**config.mk**
```make
export PLATFORM = sky130hd
export DESIGN_NAME = adc_reader
export DESIGN_NICKNAME = d
export VERILOG_FILES = /design/src/rtl/adc_reader.sv
export SDC_FILE = /design/constraint.sdc
export NUM_CORES = 1
export LEC_CHECK = 0
export CAP_MARGIN = 20
export CORE_MARGIN = 3
export CORE_UTILIZATION = 55
export CTS_CLUSTER_SIZE = 25
export DETAILED_ROUTE_END_ITERATION = 12
export GPL_TIMING_DRIVEN = 0
export PLACE_DENSITY = 0.88
export RECOVER_POWER = 50
export SLEW_MARGIN = 20
export SYNTH_ARGS = -nofsm -noshare
export SYNTH_HDL_FRONTEND = slang
export SYNTH_SLANG_ARGS = --single-unit
```
**constraint.sdc**
```tcl
create_clock -name clk -period 2.5 [get_ports clk]
set_clock_uncertainty 0.05 [all_clocks]
set_input_delay 0.5 -clock clk [delete_from_list [all_inputs] [get_ports clk]]
set_output_delay 0.5 -clock clk [all_outputs]
set_load 0.01 [all_outputs]
```
**src/rtl/adc_reader.sv**
```systemverilog
// -----------------------------------------------------------------------------
// adc_reader
//   Reads bursts of serial ADC words (MSB first) into a 2-entry output buffer.
//   The ADC only shifts while slp=0, so the reader can park the converter in
//   HOLD whenever the buffer is about to fill, and no ADC bit is ever lost.
//
// Ports
//   clk         system clock, all state changes on the rising edge
//   rst_adc     asynchronous, active-high reset
//   start       one-cycle burst request, ignored while busy
//   num_words   words in the burst, sampled when start is accepted
//   adc_dout    serial data from the ADC
//   slp         registered ADC sleep / clock gate (1 = ADC stopped)
//   word_data   head of the output buffer
//   word_valid  output buffer not empty
//   word_ready  consumer accept; pops when word_valid & word_ready
//   busy        reader is in SHIFT or HOLD
//   done        registered one-cycle pulse at burst completion
// -----------------------------------------------------------------------------
module adc_reader #(
    parameter int DATA_W = 8,
    parameter int CNT_W  = 8
) (
    input  logic              clk,
    input  logic              rst_adc,
    input  logic              start,
    input  logic [CNT_W-1:0]  num_words,
    input  logic              adc_dout,
    output logic              slp,
    output logic [DATA_W-1:0] word_data,
    output logic              word_valid,
    input  logic              word_ready,
    output logic              busy,
    output logic              done
);

    localparam int BIT_W = (DATA_W > 1) ? $clog2(DATA_W) : 1;

    typedef enum logic [1:0] {
        IDLE  = 2'd0,
        SHIFT = 2'd1,
        HOLD  = 2'd2
    } state_t;

    state_t            state, state_nxt;
    logic [BIT_W-1:0]  bit_cnt, bit_cnt_nxt;
    // Only the low DATA_W-1 bits are kept: the bit that would sit in the MSB
    // is shifted straight out into the pushed word and never needed again.
    logic [DATA_W-2:0] shreg, shreg_nxt;
    logic [CNT_W-1:0]  words_left, words_left_nxt;
    logic              slp_nxt;
    logic              done_nxt;

    // 2-entry output buffer
    logic [DATA_W-1:0] fifo_mem [2];
    logic              wr_ptr, rd_ptr;
    logic [1:0]        count, count_nxt;

    logic              bit_last;
    logic              push, pop;
    logic [DATA_W-1:0] push_data;

    assign bit_last   = (bit_cnt == BIT_W'(DATA_W - 1));
    assign push_data  = {shreg, adc_dout};
    assign push       = (state == SHIFT) && bit_last;
    assign word_valid = (count != 2'd0);
    assign word_data  = fifo_mem[rd_ptr];
    assign pop        = word_valid && word_ready;
    // Occupancy after this edge; drives the HOLD entry/exit decision so the
    // buffer can never be pushed past two entries.
    assign count_nxt  = 2'(count + 2'(push) - 2'(pop));
    assign busy       = (state != IDLE);

    // NOTE: every signal assigned in this block gets a default first, so no
    // path through the case leaves a value unassigned and no latch is inferred.
    always_comb begin
        state_nxt      = state;
        bit_cnt_nxt    = bit_cnt;
        shreg_nxt      = shreg;
        words_left_nxt = words_left;
        done_nxt       = 1'b0;

        case (state)
            IDLE: begin
                if (start) begin
                    if (num_words != '0) begin
                        words_left_nxt = num_words;
                        bit_cnt_nxt    = '0;
                        shreg_nxt      = '0;
                        state_nxt      = SHIFT;
                    end else begin
                        done_nxt = 1'b1;
                    end
                end
            end

            SHIFT: begin
                shreg_nxt = push_data[DATA_W-2:0];
                if (bit_last) begin
                    bit_cnt_nxt    = '0;
                    words_left_nxt = words_left - CNT_W'(1);
                end else begin
                    bit_cnt_nxt = bit_cnt + BIT_W'(1);
                end

                if (bit_last && (words_left == CNT_W'(1))) begin
                    state_nxt = IDLE;
                    done_nxt  = 1'b1;
                end else if (count_nxt == 2'd2) begin
                    // Stop the ADC clock before the buffer would overflow;
                    // the bit sampled on this edge is already in shreg.
                    state_nxt = HOLD;
                end
            end

            HOLD: begin
                if (count_nxt < 2'd2) begin
                    state_nxt = SHIFT;
                end
            end

            default: begin
                state_nxt = IDLE;
            end
        endcase
    end

    // slp is registered from the next state so the ADC clock gate changes on
    // the same edge as the state that owns it.
    assign slp_nxt = (state_nxt != SHIFT);

    // NOTE: sequential state uses non-blocking assignments so every register
    // samples pre-edge values, independent of statement order.
    always_ff @(posedge clk or posedge rst_adc) begin
        if (rst_adc) begin
            state      <= IDLE;
            slp        <= 1'b1;
            done       <= 1'b0;
            bit_cnt    <= '0;
            shreg      <= '0;
            words_left <= '0;
        end else begin
            state      <= state_nxt;
            slp        <= slp_nxt;
            done       <= done_nxt;
            bit_cnt    <= bit_cnt_nxt;
            shreg      <= shreg_nxt;
            words_left <= words_left_nxt;
        end
    end

    // NOTE: the buffer storage is reset (only two flop words) because
    // word_data is an observable output that must read zero during reset.
    always_ff @(posedge clk or posedge rst_adc) begin
        if (rst_adc) begin
            fifo_mem[0] <= '0;
            fifo_mem[1] <= '0;
            wr_ptr      <= 1'b0;
            rd_ptr      <= 1'b0;
            count       <= 2'd0;
        end else begin
            if (push) begin
                fifo_mem[wr_ptr] <= push_data;
                wr_ptr           <= ~wr_ptr;
            end
            if (pop) begin
                rd_ptr <= ~rd_ptr;
            end
            count <= count_nxt;
        end
    end

endmodule
```
Yosys cells after proc, flatten, opt, wreduce, memory -nomap -nowiden:

Index checks and enable logic that the tools add are counted.

* add/subtract/negate cells: 4
* multiply operators: 0
* div/mod/pow operators: 0
* $lt $le $gt $ge: 4
* equal/unequal tests: 9
* shift operators: 0
* mux-type cells: 27
* bitwise operators: 4
* reductions and logical operators: 11

Operator list (count)
* $mux 8: 7
* $bwmux 16: 1
* $pmux 8 s2: 1
* $mux 7: 2
* $pmux 7 s2: 1
* $mux 2: 5
* $mux 3: 3
* $demux 8 s1: 1
* $eq 8x1->1 const B: 1
* $reduce_bool 8->1: 1
* $sub 8x1->8 const B: 1
* $ne 2x2->1 const B: 3
* $pmux 2 s3: 1
* $pmux 3 s2: 1
* $reduce_bool 2->1: 3
* $eq 2x2->1 const B: 2
* $ge 2x2->1 const B: 2
* $logic_and 1x1->1: 4
* $not 1->2: 2
* $reduce_and 4->1: 1
* $add 3x1->3 const B: 1
* $eq 3x3->1 const B: 1
* $mux 1: 3
* $reduce_and 3->1: 1
* 9 further kinds: 10

* flip-flop bits (word level): 42
* latch bits: 0
* memory bits (writable): 0
* ROM bits: 0
* bits of input ports: 13
* output and inout port bits: 12
* word-level logic and storage cells: 70
* memories: 0

Longest topological paths before layout:

* depth after elaboration: 9
* depth in mapped cells: 10
* depth with buffers taken out: 10

Worst setup path after synthesis:

No wires, ideal clock.

* kind: register to register
* start point: register bit_cnt[0]
* end point: register slp
* library setup time: 0.079 ns
* data arrival time: 2.073 ns
* data required time: 2.371 ns
* slack: 0.298 ns
* stages on the path, launching flop included: 11
* path buffers: 0
* period minus slack after synthesis: 2.202 ns
* cell sequence: dfrtp_1 ha_1 ha_1 nand3b_4 ha_1 inv_1 ha_1 xor2_1 xnor2_1 o21ai_0 o211a_1

* longest elaborated chain between the ends: 9
* elaborated cells between the ends (all ways): 12
* classes of those cells: add/sub: 2; order compare: 1; eq/ne: 3; mux: 4; reduce/logical: 2

Ends and longest elaborated chain
* start: declaration: RTL line 46 `logic [BIT_W-1:0] bit_cnt, bit_cnt_nxt;`
* start signal: assignment: RTL line 146 `bit_cnt <= bit_cnt_nxt;`
* $eq 3x3->1 (*): RTL line 63 `assign bit_last = (bit_cnt == BIT_W'(DATA_W - 1));`
* $logic_and 1x1->1: RTL line 65 `assign push = (state == SHIFT) && bit_last;`
* $add 2x1->2: RTL line 71 `assign count_nxt = 2'(count + 2'(push) - 2'(pop));`
* $sub 2x1->2: RTL line 71
* $eq 2x2->1: RTL line 109 `end else if (count_nxt == 2'd2) begin`
* $mux 2: RTL line 109
* $mux 2: RTL line 106 `if (bit_last && (words_left == CNT_W'(1))) begin`
* $pmux 2 s3 (*): RTL line 83 `case (state)`
* $ne 2x1->1 (*): RTL line 130 `assign slp_nxt = (state_nxt != SHIFT);`
* via slp_nxt: RTL line 51 `logic slp_nxt;`
* end signal: assignment: RTL line 144 `slp <= slp_nxt;`
* end: declaration: RTL line 29 `output logic slp,`

The timed path passes the listed nets; every way through them passes the cells marked *.
A chain may end at the register's enable or synchronous reset.

Worst setup path in the final report:

* start point: register bit_cnt[0]
* end point: register state[0]

* longest elaborated chain between the ends: 8
* elaborated cells between the ends (all ways): 11
* classes of those cells: add/sub: 2; order compare: 1; eq/ne: 2; mux: 4; reduce/logical: 2

Ends and longest elaborated chain
* $eq 3x3->1 (*): RTL line 63
* $logic_and 1x1->1: RTL line 65
* $add 2x1->2: RTL line 71
* $sub 2x1->2: RTL line 71
* $eq 2x2->1: RTL line 109
* $mux 2: RTL line 109
* $mux 2: RTL line 106
* $pmux 2 s3 (*): RTL line 83
* via state_nxt[0]: RTL line 45 `state_t state, state_nxt;`
* end signal: assignment: RTL line 143 `state <= state_nxt;`
* end: declaration: RTL line 45

Marked as above.

==> metrics <==
outcome finished clean; slew margin rel. 0.491; sequential power share 0.417; Detailed Route WL 4.34 mm; Clock Tree Root clkbuf_8; final setup fails 0; GR Util All Layers 0.222; combinational share of power 0.381; I/O pin count 25; Final Hold Vio Count 0; DIE AREA 0.00453 sq mm; Crit Path Max Fanout 6; Final #Nets 216; detailed-placement wirelength estimate 3.15 mm; # diodes 0; Startpoint Class flop; clk buf depth 2; Critical R2R Launch bit_cnt[0]; actual slew at the worst max-slew pin 764 ps; core area 0.00347 sq mm; final routed DRC violation total 0; WP data required 2610 ps; number of buffers inserted by hold repair at cts 0; Mapped Nets 185; Max-cap violations 0; DR vias 1483; CP arrival 2450 ps; CTS tree built; VDD IR-drop max 603 uV; Final Critical Period 2340 ps; Sink Count 42; chip height 67.3 um; worst hold slack 456 ps; ys flop type dfrtp_1; GP Congestion 0.883; Worst Path Class, Setup reg2reg; area share of the largest cell type after synthesis 0.496; post-route clock period utilization 0.936; CP Launch Point bit_cnt[0]; antenna viol nets, final 0; FF-to-FF setup slack 160 ps; DR pass1 iterations 4; initial antenna violation count 0; H-tree level count 2; static leakage 1.15 nW; Pwr Density 1070 mW/mm^2; Clock power frac 0.203; clock slew at reported path FFs 70 ps; clk_lat worst skew 290 ps; starting DRC count in detailed routing 92; ratio of cells with drive above 1 in the final layout 0.254; post-layout util 0.718; remaining global-route overflow 0; Die Wd 67.3 um; crit path to state[0]; Initial Util 0.596; CP endpoint kind flop; switching portion of total power 0.355; register bit total from synthesis 42; top cell type by total area after synthesis dfrtp_1; WL per Instance 17.8 um; Synthesis Warnings 0; CTS Buf Count 5; ranking of synthesized cells by area dfrtp_1, mux2_2, a22o_1; Post-Synthesis Cells 166; PostCTS Resize Cnt 0; largest net degree at the start of global routing 34; cell count after placement 237; area grow syn2layout 20.4%; Setup Fix Bufs, Post-CTS 0; Min-Delay Path Class reg2reg; final cell count without fillers 243; routed vias/inst 6.10; first-pass GRT wire length 7.33 mm; Distinct cells, synth 46; achievable clock frequency 0.427 GHz; Rows 21; sequential fraction of the synthesis area 0.509; Pint 1.71 mW; port bufs 24; Synth Cell Area 0.00207 sq mm; unrepaired setup endpoints after global routing false; EDFF count, synth 0; Mean Syn Cell Area 12.5 sq um; asr flop ratio synth 1.00; FF-to-FF End state[0]; Max Slew Vio Count 0; sw power 0.942 mW; Register-to-Register Path Depth 10; via count of the first global-routing pass 1547
[cell families (layout without fill, tap and decap cells)]
family / after synthesis / in the layout / synth area share
buf+inv: 12 / 43 / 0.0266
mux: 24 / 24 / 0.131
compound gates: 41 / 41 / 0.157
fa+ha+maj: 6 / 6 / 0.0363
simple gates: 37 / 37 / 0.123
xor+xnor: 4 / 4 / 0.0169
flops: 42 / 42 / 0.509
[critical path: stages, from the launching register on]
cell      delay [ps]
dfrtp_1          380
ha_1             160
ha_2             240
nand3b_4         150
ha_1             310
inv_1             50
ha_1             150
xor2_1           230
xnor2_2          120
o21ai_0          230
o211ai_1         120
[power groups by stage]
stage / sequential [mW] / clock (mW) / combinational, mW
after global routing: 1.14 / 0.575 / 1.11
after global placement: 1.06 / 0 / 0.969
after detailed placement: 1.08 / 0 / 1.03
after floorplan: 1.03 / 0 / 0.741
after CTS: 1.10 / 0.548 / 1.00
final: 1.11 / 0.537 / 1.01
[per-layer routing]
metal	track usage	vias to the layer above	routed length [um]	part of all wire
li1	-	683	-	-
met1	0.269	744	1750	0.40
met2	0.367	45	2270	0.52
met3	0.0682	11	222	0.051
met4	0.0937	0	94	0.022
met5	0	-	0	0
[Yosys cell counts, types with 5 or more instances]
| library cell | instances |
|---|---|
| ha_1 | 6 |
| nand2_1 | 9 |
| a22o_1 | 9 |
| o21ai_0 | 7 |
| mux2_2 | 24 |
| a21oi_1 | 5 |
| nor2_1 | 5 |
| inv_1 | 7 |
| dfrtp_1 | 41 |
[cell usage in the layout (no fill, tap or decap), types with 3 or more instances in the layout]
master | synthesis | layout
dfrtp_1 | 41 | 41
nand2_1 | 9 | 9
clkbuf_8 | 0 | 6
inv_1 | 7 | 7
o21ai_0 | 7 | 7
clkdlybuf4s50_1 | 0 | 21
mux2_2 | 24 | 24
dlygate4sd3_1 | 0 | 3
a21oi_1 | 5 | 5
nor2_1 | 5 | 5
ha_1 | 6 | 5
a22o_1 | 9 | 9
[flip-flops by register name, summed over array words and instances (netlist names)]
| signal | cells |
|---|---|
| state | 2 |
| wr_ptr | 1 |
| count | 2 |
| rd_ptr | 1 |
| shreg | 7 |
| words_left | 8 |
| fifo_mem | 16 |
| done | 1 |
| slp | 1 |
| bit_cnt | 3 |
[worst min-delay path by stage]
stage / to / cells after the start / from / slack (ps)
floorplan: bit_cnt[1] / 1 / bit_cnt[1] / 420
global placement: fifo_mem[0] / 1 / fifo_mem[0] / 430
detailed placement: fifo_mem[0] / 1 / fifo_mem[0] / 440
CTS: count[1] / 2 / rst_adc / 390
global route: fifo_mem[11] / 1 / fifo_mem[11] / 470
finish: fifo_mem[0] / 1 / fifo_mem[0] / 460
[layout make-up]
cell class / count / area [sq um]
Clock buffer: 6 / 82.6
Inverter: 7 / 26.3
Timing Repair Buffer: 25 / 245
Tap cell: 46 / 57.6
Multi-Input combinational cell: 112 / 971
Clock inverter: 1 / 30.0
Fill cell: 259 / 978
Sequential cell: 42 / 1050
Buffer: 4 / 25.0
[stage by stage]
| step | power, mW | setup TNS (ps) | worst slack, ps | instance area (sq um) |
|---|---|---|---|---|
| 4_1_cts | 2.65 | 0 | 39.0 | 2490 |
| 3_5_place_dp | 2.11 | -7.54 | -7.54 | 2390 |
| 3_3_place_gp | 2.03 | 0 | 34.7 | 2370 |
| 6_report | 2.65 | 0 | 160 | 2490 |
| 5_1_grt | 2.82 | 0 | 15.4 | 2490 |
| 2_1_floorplan | 1.78 | 0 | 298 | 2070 |
Note: power is estimated with default switching activity, not from simulation.
==> variant: new RTL, config.mk and constraints unchanged <==
Change the parameter `DATA_W` from 8 to 16.
--- a/src/rtl/adc_reader.sv
+++ b/src/rtl/adc_reader.sv
@@ -20,3 +20,3 @@
 module adc_reader #(
-    parameter int DATA_W = 8,
+    parameter int DATA_W = 16,
     parameter int CNT_W  = 8
Ports: changed (resized word_data); port bits go from 25 to 33. The function was not compared with the original's and may differ.
==> variant against the original RTL <==
Combinational power hardly changed. Sequential cell count is 25 higher. Largest power group unchanged. Count of clock-buffer cells in the layout is 7 higher. Setup slack worse by 0.074 ns. Fmax is 3.1% lower. Synthesized area is 48% higher. Design area is 53% higher. Power is 30% higher. Critical path type is now flop to primary output. Highest routed layer unchanged. Wire length is 44% higher. Global-route usage is 0.84 points lower.
==> variant: results (changes against the original RTL) <==
dr.pass1.iters: 4  # unchanged
hp-class: "flop to flop"
nNetsFinal: 308  # +43%
cts_buffers: 9  # +4
final_cells: 365  # +50%
port_buffers: 32  # +33%
syn_nets: 255  # +38%
drive_gt1_share_pct: 24.7  # -0.63 points
path_max_fanout: 10  # +4
clk_latency_ns: 0.34  # +0.05 ns
ys_ff_latch: 67  # +60%
cts-root-buf: "clkbuf_8"
antenna_cells: 0  # unchanged
crit_arrival_ns: 1.86  # -0.59 ns
hpwl_um: 4190  # +33%
synth_common_cells: "dfrtp_1 (66), mux2_1 (26), mux2_2 (23), a22o_1 (17), nor2_1 (14)"
synth_area_leaders: "dfrtp_1 (54%), mux2_1 (9.6%), mux2_2 (8.5%)"
synth.avg_cell_area_um2: 12.9  # +3.7%
grt_max_degree: 58  # +71%
grt_pass1_wl_um: 10500  # +43%
clk_pin_slew_worst_paths_ns: 0.07  # about the same
n_fill_cell: 370  # +43%
grt-ovfl-total: 0  # unchanged
yosysSeqAreaShare_pct: 54.8  # +3.9 points
relSlewSlack_pct: 57.1  # +8.0 points
drt_iter0_markers: 114  # +24%
top_regs: "fifo_mem (32), shreg (15), words_left (8)"
hold_slack_ns: 0.436  # -0.0200 ns
dp.cells: 340  # +43%
htreeDepth: 3  # +1
synth_cell_types: 48  # +4.3%
place.gp.congestion: 0.908  # +2.9%
period_share_pct: 96.6  # +3.0 points
avgRoutedWirePerCell_um: 17.1  # -4.3%
r2r_setup_slack_ns: 0.13  # -0.03 ns
yosysWarnings: 0  # unchanged
track_usage_pct: 21.4  # -0.84 points
clk_path_buf_depth: 2  # unchanged
pre_cts_slack_ns: -0.313  # -0.306 ns
synth-async-reset-ratio_pct: 100  # unchanged
max-vdd-ir-drop_mv: 0.509  # -16%
antenna_found_initial: 0  # unchanged
run_status: "finished, final reports clean"
avgViaCountPerCell: 5.77  # -5.5%
leakagePower_uw: 0.00181  # +58%
variant: worst paths after layout:
| kind | end | start | cells after the start |
|---|---|---|---|
| min in group asynchronous | count[1]$_DFF_PP0_ | rst_adc | 2 |
| setup / recovery | word_data[13] | rd_ptr$_DFFE_PP0P_ | 3 |
| max in group asynchronous | fifo_mem[11]$_DFFE_PP0P_ | rst_adc | 3 |
| hold / removal | fifo_mem[19]$_DFFE_PP0P_ | fifo_mem[19]$_DFFE_PP0P_ | 1 |
| hold reg to reg | fifo_mem[19]$_DFFE_PP0P_ | fifo_mem[19]$_DFFE_PP0P_ | 1 |
| setup reg to reg | state[0]$_DFF_PP0_ | state[1]$_DFF_PP0_ | 10 |
variant: what timing repair did:
item,4_1_cts,5_1_grt
endpoints found under the setup margin,12,10
buffers inserted,3,7
endpoints found under the hold margin,0,0
resized for setup,5,4
pin swaps,1,3
variant: final cells by class:
| class | instances | area [um2] | share of cell area (%) |
|---|---|---|---|
| buffer | 8 | 48.8 | 1.28 |
| clock buffer | 13 | 169 | 4.43 |
| clock inverter | 3 | 45.0 | 1.18 |
| inverter | 10 | 41.3 | 1.08 |
| multi-input combinational | 151 | 1310 | 34.5 |
| sequential | 67 | 1680 | 44.2 |
| tap | 70 | 87.6 | 2.30 |
| timing repair buffer | 43 | 423 | 11.1 |
variant: metal layers:
layer  routed length (um)  global-route usage [%]  up-vias
met4                   82                    5.91        0
met2                 2980                    34.3       62
met1                 2820                    28.8     1050
met3                  354                    5.61        9
li1                     -                       -      984
met5                    0                       0        -
variant: critical path, cell delays in order (launching register included):
cell	delay, ns
dfrtp_2	0.48
buf_6	0.21
mux2_2	0.36
clkdlybuf4s50_1	0.48
variant: report_power, final:
part	leakage [uW]	total, uW	internal (uW)	switching, uW
logic	0.000820	1010	490	516
registers	0.000890	1510	1280	228
clock network	0.000102	947	543	404
variant: cell families after synthesis:
group           count (synthesis)  share of synthesized area [%]
compound gates                 46                           11.7
simple gates                   48                           9.39
mux                            49                           18.0
flops                          67                           54.8
xor+xnor                        3                           1.31
buf+inv                        19                           2.78
fa+ha+maj                       5                           2.04
variant: stage by stage:
stage	cell area (um2)	TNS, ns	util [%]
after floorplan	3060	0	-
after global placement	3470	-55.39	66.3
after detailed placement	3500	-2.27	66.8
after CTS	3750	0	71.6
after global routing	3810	-0.00616	72.7
final	3810	0	72.7
